===== src/rtl/divisor_pkg.sv =====
// Shared constants and state type for the restoring divider.
package divisor_pkg;

    localparam int WIDTH_DEFAULT = 7;

    typedef enum logic [1:0] {
        IDLE   = 2'd0,
        BUSY   = 2'd1,
        FINISH = 2'd2
    } state_t;

endpackage


===== src/rtl/div_restoring_step.sv =====
// One restoring-division iteration: shift in a dividend bit, trial-subtract, restore on underflow.
module div_restoring_step #(
    parameter int WIDTH = 7
) (
    input  logic [WIDTH-1:0] rem,
    input  logic             dividend_msb,
    input  logic [WIDTH-1:0] divisor,
    output logic [WIDTH-1:0] rem_next,
    output logic             q_bit
);

    logic [WIDTH:0] shifted;

    assign shifted = {rem, dividend_msb};
    assign q_bit   = (shifted >= {1'b0, divisor});
    // On success the true difference is below the divisor, so the low WIDTH bits hold it exactly.
    assign rem_next = q_bit ? (shifted[WIDTH-1:0] - divisor) : shifted[WIDTH-1:0];

endmodule


===== src/rtl/divisor_restoring.sv =====
// Sequential unsigned restoring divider: one quotient bit per clock, WIDTH+1 edges start-to-done.
//
// state  | meaning
// IDLE   | post-reset, waiting for start
// BUSY   | iterating, one shift/subtract/restore step per clock
// FINISH | Q/R valid and held, done=1, waiting for next start
module divisor_restoring
    import divisor_pkg::*;
#(
    parameter int WIDTH = WIDTH_DEFAULT
) (
    input  logic             clk,
    input  logic             rst,
    input  logic             start,
    input  logic [WIDTH-1:0] A_in,
    input  logic [WIDTH-1:0] B_in,
    output logic [WIDTH-1:0] Q,
    output logic [WIDTH-1:0] R,
    output logic             done
);

    localparam int CNT_W = $clog2(WIDTH + 1);

    state_t           state, state_nxt;
    logic [CNT_W-1:0] cnt;
    logic [WIDTH-1:0] dvd, dvs, rem, rem_nxt;
    logic             q_bit, accept, last_step;

    assign accept    = start && ((state == IDLE) || (state == FINISH));
    assign last_step = (state == BUSY) && (cnt == CNT_W'(WIDTH - 1));

    div_restoring_step #(.WIDTH(WIDTH)) u_step (
        .rem          (rem),
        .dividend_msb (dvd[WIDTH-1]),
        .divisor      (dvs),
        .rem_next     (rem_nxt),
        .q_bit        (q_bit)
    );

    always_ff @(posedge clk or negedge rst) begin
        if (!rst) state <= IDLE;
        else      state <= state_nxt;
    end

    always_comb begin
        state_nxt = state;
        case (state)
            IDLE:    if (start)     state_nxt = BUSY;
            BUSY:    if (last_step) state_nxt = FINISH;
            FINISH:  if (start)     state_nxt = BUSY;
            default:                state_nxt = IDLE;
        endcase
    end

    // dvd shifts dividend bits out of the top while quotient bits enter at the bottom.
    always_ff @(posedge clk or negedge rst) begin
        if (!rst) begin
            cnt  <= '0;
            dvd  <= '0;
            dvs  <= '0;
            rem  <= '0;
            Q    <= '0;
            R    <= '0;
            done <= 1'b0;
        end else if (accept) begin
            cnt  <= '0;
            dvd  <= A_in;
            dvs  <= B_in;
            rem  <= '0;
            done <= 1'b0;
        end else if (state == BUSY) begin
            cnt <= cnt + CNT_W'(1);
            rem <= rem_nxt;
            dvd <= {dvd[WIDTH-2:0], q_bit};
            if (last_step) begin
                Q    <= {dvd[WIDTH-2:0], q_bit};
                R    <= rem_nxt;
                done <= 1'b1;
            end
        end
    end

endmodule


===== config.mk =====
export PLATFORM = sky130hd
export DESIGN_NAME = divisor_restoring
export DESIGN_NICKNAME = d
export VERILOG_FILES = /design/src/rtl/divisor_pkg.sv /design/src/rtl/div_restoring_step.sv /design/src/rtl/divisor_restoring.sv
export SDC_FILE = /design/constraint.sdc
export NUM_CORES = 1
export LEC_CHECK = 0
export ABC_AREA = 1
export ABC_CLOCK_PERIOD_IN_PS = 2470
export BUFFER_PORTS_ARGS = -buffer_cell sky130_fd_sc_hd__buf_2
export CAP_MARGIN = 20
export CORE_MARGIN = 3
export CORE_UTILIZATION = 49
export CTS_BUF_LIST = sky130_fd_sc_hd__clkbuf_4 sky130_fd_sc_hd__clkbuf_8 sky130_fd_sc_hd__clkbuf_16
export DETAILED_ROUTE_END_ITERATION = 12
export GPL_TIMING_DRIVEN = 0
export PLACE_DENSITY = 0.7
export RECOVER_POWER = 25
export SLEW_MARGIN = 20
export SYNTH_ARGS = -nofsm -noshare
export SYNTH_HDL_FRONTEND = slang
export SYNTH_HIERARCHICAL = 1
export SYNTH_SLANG_ARGS = --single-unit

===== constraint.sdc =====
create_clock -name clk -period 2.47 [get_ports clk]
set_input_delay 0.1235 -clock clk [delete_from_list [all_inputs] [get_ports clk]]
set_output_delay 0.1235 -clock clk [all_outputs]
set_load 0.1 [all_outputs]

==> results of run 1 <==
## cell type report
class	count	area [sq um]	area share [%]
clock buffers	5	68.8	2.61
flip-flops and latches	41	1030	38.9
plain buffers	10	68.8	2.61
well taps	52	65.1	2.46
inverters	36	138	5.21
repair buffers	31	158	5.97
clock inverters	3	65.1	2.46
multi-input cells	216	1050	39.8
## sequential cells by signal (all words and copies together), names as in the netlist
name	flops
Q	7
R	7
cnt	3
done	1
dvd	7
dvs	7
rem	7
state	2
## worst max-delay path: stages (launching register included)
cell and delay, ns:
dfrtp_1 0.35, inv_1 0.06, ha_1 0.22, fa_1 0.41
inv_1 0.11, nand2_1 0.06, nand2_1 0.07, nand3_1 0.12
nand3_4 0.17, nand2_1 0.06, o21ai_1 0.14, nand2_1 0.08
nand2_1 0.07
## synthesized netlist by cell type
cell / n
xnor2_1: 2
o21ai_0: 3
nor2_4: 1
a21oi_4: 1
or2_4: 1
nand3_1: 51
nor2_2: 2
buf_2: 4
buf_4: 2
a21oi_1: 1
or2_0: 1
inv_2: 1
inv_4: 1
inv_1: 34
clkbuf_1: 1
nand2_4: 1
nand4_1: 2
buf_6: 3
nor2_1: 4
fa_1: 1
nand3_4: 1
ha_1: 9
o21ai_1: 2
nand2_1: 131
dfrtp_1: 41
nand2_2: 2
## logic make-up after synthesis
family | share of synthesized area, %
XOR/XNOR | 0.766
adder cells (fa/ha/maj) | 5.80
flip-flops | 44.9
AND/OR/NAND/NOR | 37.4
AO/OA/AOI/OAI | 2.02
buffers and inverters | 9.19
## stage by stage
| stage | setup slack [ns] | cells | cell area [sq um] | hold WS, ns |
|---|---|---|---|---|
| after global placement | 0.519 | 385 | 2500 | 0.306 |
| final | 0.484 | 394 | 2640 | 0.0571 |
| after global routing | 0.292 | 394 | 2640 | 0.0643 |
| after CTS | 0.483 | 394 | 2650 | 0.0557 |
| after detailed placement | 0.518 | 385 | 2500 | 0.311 |
| after floorplan | 0.715 | 303 | 2290 | -0.172 |
## path summary, 6_finish.rpt
check	slack [ns]	endpoint	depth (start not counted)	from
worst max-delay path	0.48	rem[0]$_DFFE_PN0P_	12	dvd[6]$_DFFE_PN0P_
max in group asynchronous	1.34	dvd[5]$_DFFE_PN0P_	2	rst
min in group asynchronous	0.52	rem[5]$_DFFE_PN0P_	2	rst
worst min-delay path	0.06	dvs[0]$_DFFE_PN0P_	3	B_in[0]
worst min register to register	0.47	Q[5]$_DFFE_PN0P_	2	Q[5]$_DFFE_PN0P_
worst max register to register	0.48	rem[0]$_DFFE_PN0P_	12	dvd[6]$_DFFE_PN0P_
## metal layers
metal / vias up / wire [um] / share of wire [%]
met5: - / 0 / 0
met4: 0 / 88 / 1.8
met3: 10 / 241 / 5.1
met2: 40 / 2160 / 45
met1: 899 / 2270 / 48
li1: 1023 / - / -
==> summary.md, run 1 <==
| Metric | Value |
|---|---|
| CTS H-tree depth | `2` |
| Post-DRT Antenna Nets | `0` |
| # IOs | `32` |
| IO buf count | `30` |
| Area grow syn2layout | `15.4%` |
| WL/cell | `12.1 um` |
| TritonCTS sink count | `41` |
| Final period util | `80.4%` |
| Routed WL | `4760 um` |
| Syn Inst Count | `303` |
| Most frequent cells in the layout | `131 x nand2_1, 51 x nand3_1, 41 x dfrtp_1` |
| Layer with the highest usage | `met2` |
| Grt met2 use | `30.4%` |
| Largest net degree at the start of global routing | `42` |
| Layout cells sized above 1 | `15.8%` |
| Max-cap viol count | `0` |
| Placer Congestion | `0.889` |
| Clk buf depth | `2` |
| Synth top area share | `44.9%` |
| First-pass GRT wire length | `8310 um` |
| Residual DRC | `0` |
| Crit path capture type | `flop` |
| Core Area | `4440 sq um` |
| Antenna cell count | `0` |
| Crit Path Max Fanout | `11` |
| Clock Latency Late Sink | `0.29 ns` |
| Status | `completed` |
| DP HPWL | `3540 um` |
| Startpoint Class | `flop` |
| Die Y-Extent | `74.3 um` |
| Final hold vios | `0` |
| TritonCTS clock tree | `yes` |
| Synth unique cells | `26` |
| Worst rel slew slack | `22.7%` |
| Slew Limit Fails | `0` |
| Fillers | `443` |
| Root Driver | `clkbuf_8` |
| Number of global-route vias before repair | `1,822` |
| Initial antenna violation count | `0` |
| Drt first pass iters | `4` |
| Commonest non-fill, non-tap cell in the layout | `nand2_1` |
| Die Width | `74.3 um` |
| Post-synth top area cell | `dfrtp_1` |
| Global routing usage on met1 | `28.1%` |
| Post-Syn Area | `2290 sq um` |
| Gr ovfl total | `0` |
| YS warnings | `6` |
| Drt initial violations | `172` |
| GR Layer Usage met3 | `5.00%` |
| Post-CTS Setup Inserts | `0` |
| Row count | `24` |
| Post-Syn Area per Cell | `7.55 sq um` |
| Clock Pin Slew Worst Setup and Hold Paths | `0.07 ns` |
| Cts repair resizes | `0` |
| Synth area leaders | `dfrtp_1 45%, nand2_1 21%, nand3_1 11%, inv_1 5.6%, ha_1 4.9%` |
| Final Net Count | `368` |
| Seq/Total Area, Yosys | `44.9%` |
| Total GRT Usage | `20.1%` |
| Flops & latches, synth | `41` |
| Util after Layout | `59.4%` |
| Syn_nets | `330` |
| Hold WC Path Type | `in -> reg` |
| Die ar. | `5520 sq um` |
| Initial Util | `51.5%` |
| Clock Skew | `0.00456 ns` |
| Worst EP arrival | `2.22 ns` |
| Hold bufs inserted after CTS | `1` |
| CP Class | `reg -> reg` |
| Req. time, crit path | `2.71 ns` |
| CTS Buf Count | `5` |
| Vias | `1,972` |
| Min Tclk post-route | `1.99 ns` |
| Vias per cell | `5.01` |
| Sum Neg Setup Slack | `0 ns` |
| RSZ-0062 raised after global routing | `false` |
| Slew @ Worst Pin | `1.16 ns` |
| Final setup fails | `0` |
| Fmax | `0.503 GHz` |
Power of run 1 is left out: the tool's default activity adds up to more than one toggle a clock period on the data nets, which glitch-free logic cannot reach.
==> run 2: changes to the inputs <==
--- a/config.mk
+++ b/config.mk
@@ -6,7 +6,7 @@
 export NUM_CORES = 1
 export LEC_CHECK = 0
 export ABC_AREA = 1
-export ABC_CLOCK_PERIOD_IN_PS = 2470
+export ABC_CLOCK_PERIOD_IN_PS = 2000
 export BUFFER_PORTS_ARGS = -buffer_cell sky130_fd_sc_hd__buf_2
 export CAP_MARGIN = 20
 export CORE_MARGIN = 3
==> constraint.sdc (replaced) <==
create_clock -name clk -period 2 [get_ports clk]
set_input_delay 0.1 -clock clk [delete_from_list [all_inputs] [get_ports clk]]
set_output_delay 0.1 -clock clk [all_outputs]
set_load 0.1 [all_outputs]
==> summary.md, run 2 (synthesis gave the netlist of run 1 again) <==
| Metric | Value |
|---|---|
| Root Driver | `clkbuf_8` |
| # IOs | `32` |
| Die Width | `74.3 um` |
| Number of global-route vias before repair | `1,822` |
| CP Class | `reg -> reg` |
| Area of placed instances | `2500 sq um` |
| TritonCTS sink count | `41` |
| CP Capture Point | `rem[3]$_DFFE_PN0P_` |
| Final setup fails | `0` |
| Area grow syn2layout | `19.3%` |
| Drt initial violations | `152` |
| Die ar. | `5520 sq um` |
| Crit path depth | `12` |
| Layout cells sized above 1 | `20.9%` |
| Placer Congestion | `0.889` |
| Initial antenna violation count | `0` |
| Hold WC Path Type | `in -> reg` |
| WL/cell | `12.8 um` |
| TritonCTS clock tree | `yes` |
| Util after Layout | `61.4%` |
| Reg-to-Reg End | `rem[3]$_DFFE_PN0P_` |
| Largest net degree at the start of global routing | `42` |
| Core Area | `4440 sq um` |
| Clk buf depth | `2` |
| Final Cell Area | `2730 sq um` |
| RR Startpoint | `dvs[0]$_DFFE_PN0P_` |
| Worst rel slew slack | `22.7%` |
| Startpoint Class | `flop` |
| Crit-path cells | `ha_4 > fa_2 > inv_2 > nand2_1 > nand2_2 > nand2_2 > o21ai_2 > nand2_2 > nand3_1 > nand2_2 > nand2_1 > nand2_1` |
| Vias per cell | `5.05` |
| Req. time, crit path | `2.18 ns` |
| Row count | `24` |
| Slowest cell on crit path | `dfrtp_1` |
| CP peak stage delay | `0.42 ns` |
| CTS Buf Count | `5` |
| Worst EP arrival | `2.17 ns` |
| Clock Latency Late Sink | `0.29 ns` |
| Most frequent CP cell | `nand2_2` |
| Final hold vios | `0` |
| Max-cap viol count | `0` |
| Slew @ Worst Pin | `1.16 ns` |
| Final period util | `99.3%` |
| Min Tclk post-route | `1.99 ns` |
| Slew Limit Fails | `0` |
| DP HPWL | `3540 um` |
| CTS H-tree depth | `2` |
| Vias | `1,998` |
| First-pass GRT wire length | `8310 um` |
| Routed WL | `5060 um` |
| Reg2Reg Depth | `12` |
| Commonest non-fill, non-tap cell in the layout | `nand2_1` |
| Final Net Count | `370` |
| Initial Util | `51.5%` |
| Most frequent cells in the layout | `125 x nand2_1, 49 x nand3_1, 41 x dfrtp_1` |
| Clock Pin Slew Worst Setup and Hold Paths | `0.07 ns` |
| CP bufs+invs | `1` |
| Die Y-Extent | `74.3 um` |
| R2R Setup Slk | `0.01 ns` |
| Critical path's top delay family | `simple AND/OR/NAND/NOR gates` |
| Antenna cell count | `0` |
| Gr ovfl total | `0` |
| Total GRT Usage | `20.1%` |
| Crit path capture type | `flop` |
| Clock Skew | `0.00532 ns` |
| Drt first pass iters | `4` |
| Crit Path Max Fanout | `5` |
| Crit path from | `dvs[0]$_DFFE_PN0P_` |
| Post-DRT Antenna Nets | `0` |
| Fmax | `0.504 GHz` |
| Status | `completed` |
| IO buf count | `30` |
| Residual DRC | `0` |
-- run 2: cell count changes in the layout (fill, tap and decap cells not counted), sizes merged --
cell    previous run  this run
buf               35        37
clkbuf            10         9
nand3             52        53
-- run 2: cell type report --
cell class | instances | area [sq um]
plain buffers | 10 | 68.8
flip-flops and latches | 41 | 1030
clock inverters | 3 | 65.1
multi-input cells | 217 | 1130
clock buffers | 5 | 68.8
well taps | 52 | 65.1
fillers | 430 | 1720
repair buffers | 32 | 166
inverters | 36 | 138
-- run 2: worst min-delay path by stage --
| stage | start | endpoint | slack [ns] | depth (start not counted) |
|---|---|---|---|---|
| global route | B_in[4] | dvs[4]$_DFFE_PN0P_ | 0.04 | 3 |
| floorplan | rst | Q[0]$_DFFE_PN0P_ | -0.20 | 0 |
| detailed placement | rst | rem[5]$_DFFE_PN0P_ | 0.29 | 1 |
| CTS | B_in[5] | dvs[5]$_DFFE_PN0P_ | 0.03 | 3 |
| finish | B_in[0] | dvs[0]$_DFFE_PN0P_ | 0.03 | 3 |
| global placement | rst | dvs[3]$_DFFE_PN0P_ | 0.28 | 1 |
-- run 2: routing by layer --
layer  share of wire [%]  track usage (%)
met1                  47             28.1
met2                  48             30.4
met3                 3.8             5.00
met4                 1.4             7.51
met5                   0                0
-- run 2: tightest hold or removal path, stage by stage --
cell,delay (ns)
buf_2,0.08
nand3_1,0.06
nand2_1,0.06
-- run 2: timing repair --
item	CTS	global route
gates resized for setup	0	19
endpoints found under the hold margin	41	0
hold buffers	1	0
buffers inserted	0	1
endpoints found under the setup margin	0	15
-- run 2: stage by stage --
step	TNS (ns)	hold slack [ns]	setup slack, ns	cells
4_1_cts	0	0.0322	0.0132	394
3_5_place_dp	0	0.288	0.0476	385
2_1_floorplan	0	-0.196	0.245	303
5_1_grt	-0.217	0.0410	-0.0525	396
6_report	0	0.0341	0.0147	396
3_3_place_gp	0	0.282	0.0490	385
Power of run 2 is left out for the same reason.
==> run 3: changes to the inputs <==
==> constraint.sdc (replaced) <==
create_clock -name clk -period 2 [get_ports clk]
set_input_delay 0.3 -clock clk [delete_from_list [all_inputs] [get_ports clk]]
set_output_delay 0.3 -clock clk [all_outputs]
set_load 0.1 [all_outputs]
==> summary.md, run 3 (synthesis gave the netlist of run 1 again) <==
| Metric | Value |
|---|---|
| Gr ovfl total | `0` |
| Clk buf depth | `2` |
| Die Width | `74.3 um` |
| Root Driver | `clkbuf_8` |
| Hold bufs inserted after CTS | `0` |
| Largest net degree at the start of global routing | `42` |
| Clock Pin Slew Worst Setup and Hold Paths | `0.07 ns` |
| Critical path's top delay family | `simple AND/OR/NAND/NOR gates` |
| Worst EP arrival | `2.17 ns` |
| IO buf count | `30` |
| Final Net Count | `369` |
| Crit-path cells | `ha_4 > fa_2 > inv_2 > nand2_1 > nand2_2 > nand2_2 > o21ai_2 > nand2_2 > nand3_1 > nand2_2 > nand2_1 > nand2_1` |
| CP peak stage delay | `0.42 ns` |
| Slowest cell on crit path | `dfrtp_1` |
| Crit Path Max Fanout | `5` |
| Residual DRC | `0` |
| Die ar. | `5520 sq um` |
| Total GRT Usage | `20.1%` |
| CTS Buf Count | `5` |
| TritonCTS clock tree | `yes` |
| Drt initial violations | `134` |
| Area grow syn2layout | `19.1%` |
| TritonCTS sink count | `41` |
| Vias | `1,989` |
| Initial antenna violation count | `0` |
| Initial Util | `51.5%` |
| Clock Latency Late Sink | `0.29 ns` |
| Placer Congestion | `0.889` |
| Req. time, crit path | `2.18 ns` |
| Final setup fails | `0` |
| Crit path capture type | `flop` |
| Row count | `24` |
| Worst rel slew slack | `32.3%` |
| CP Class | `reg -> reg` |
| Layout cells sized above 1 | `21.9%` |
| Drt first pass iters | `4` |
| Startpoint Class | `flop` |
| Inst Count DP | `385` |
| Routed WL | `5070 um` |
| Most frequent CP cell | `nand2_2` |
| RR Startpoint | `dvs[0]$_DFFE_PN0P_` |
| Number of global-route vias before repair | `1,810` |
| Crit path from | `dvs[0]$_DFFE_PN0P_` |
| CTS H-tree depth | `2` |
| Final hold vios | `0` |
| Slew Limit Fails | `0` |
| WL/cell | `12.8 um` |
| Vias per cell | `5.04` |
| Most frequent cells in the layout | `125 x nand2_1, 49 x nand3_1, 41 x dfrtp_1` |
| # IOs | `32` |
| Core Area | `4440 sq um` |
| Util after Layout | `61.3%` |
| Max-cap viol count | `0` |
| Hold WC Path Type | `in -> async` |
| Multi-input gate area | `1130 sq um` |
| Storage cell area | `1030 sq um` |
| Clock Skew | `0.00496 ns` |
| First-pass GRT wire length | `8280 um` |
| Die Y-Extent | `74.3 um` |
| Min Tclk post-route | `1.98 ns` |
| Status | `completed` |
| Final Non-Filler Cells | `395` |
| DP HPWL | `3540 um` |
| Commonest non-fill, non-tap cell in the layout | `nand2_1` |
| Post-DRT Antenna Nets | `0` |
| Antenna cell count | `0` |
| Fillers | `429` |
| Final period util | `99.2%` |
| Slew @ Worst Pin | `1.02 ns` |
| Fmax | `0.504 GHz` |
| CP bufs+invs | `1` |
==> run 3: stage by stage <==
| stage | cell area, sq um | hold WS, ns | setup TNS, ns | setup slack (ns) |
|---|---|---|---|---|
| 2_1_floorplan | 2290 | 0.00441 | 0 | 0.245 |
| 3_3_place_gp | 2500 | 0.450 | 0 | 0.0490 |
| 3_5_place_dp | 2500 | 0.455 | 0 | 0.0476 |
| 4_1_cts | 2640 | 0.169 | 0 | 0.0132 |
| 5_1_grt | 2720 | 0.225 | -0.217 | -0.0525 |
| 6_report | 2720 | 0.171 | 0 | 0.0164 |
==> run 3: timing repair <==
item                                    4_1_cts  5_1_grt
setup buffers                                 0        1
resized for setup                             0       19
endpoints found under the setup margin        0       15
==> run 3: final timing paths <==
check                                endpoint  slack (ns)  depth (start not counted)
setup / recovery           rem[3]$_DFFE_PN0P_        0.02                         12
hold / removal             rem[5]$_DFFE_PN0P_        0.17                          1
setup reg to reg           rem[3]$_DFFE_PN0P_        0.02                         12
hold reg to reg              Q[5]$_DFFE_PN0P_        0.47                          2
max in group asynchronous    Q[3]$_DFFE_PN0P_        1.20                          1
min in group clk           dvs[0]$_DFFE_PN0P_        0.23                          3
==> run 3: per-layer routing <==
metal	global-route usage (%)	up-vias	share of wire (%)
met1	28.1	910	47
met4	7.51	0	1.3
met3	5.00	10	4.4
met5	0	-	0
met2	30.2	40	48
li1	-	1029	-
==> run 3: area by class of cell <==
class | count | share of cell area (%)
Timing Repair Buffer | 31 | 5.79
Inverter | 36 | 5.05
Buffer | 10 | 2.66
Clock inverter | 3 | 2.39
Tap cell | 52 | 2.39
Clock buffer | 5 | 2.53
Sequential cell | 41 | 37.7
Multi-Input combinational cell | 217 | 41.5
Power of run 3 is left out for the same reason.
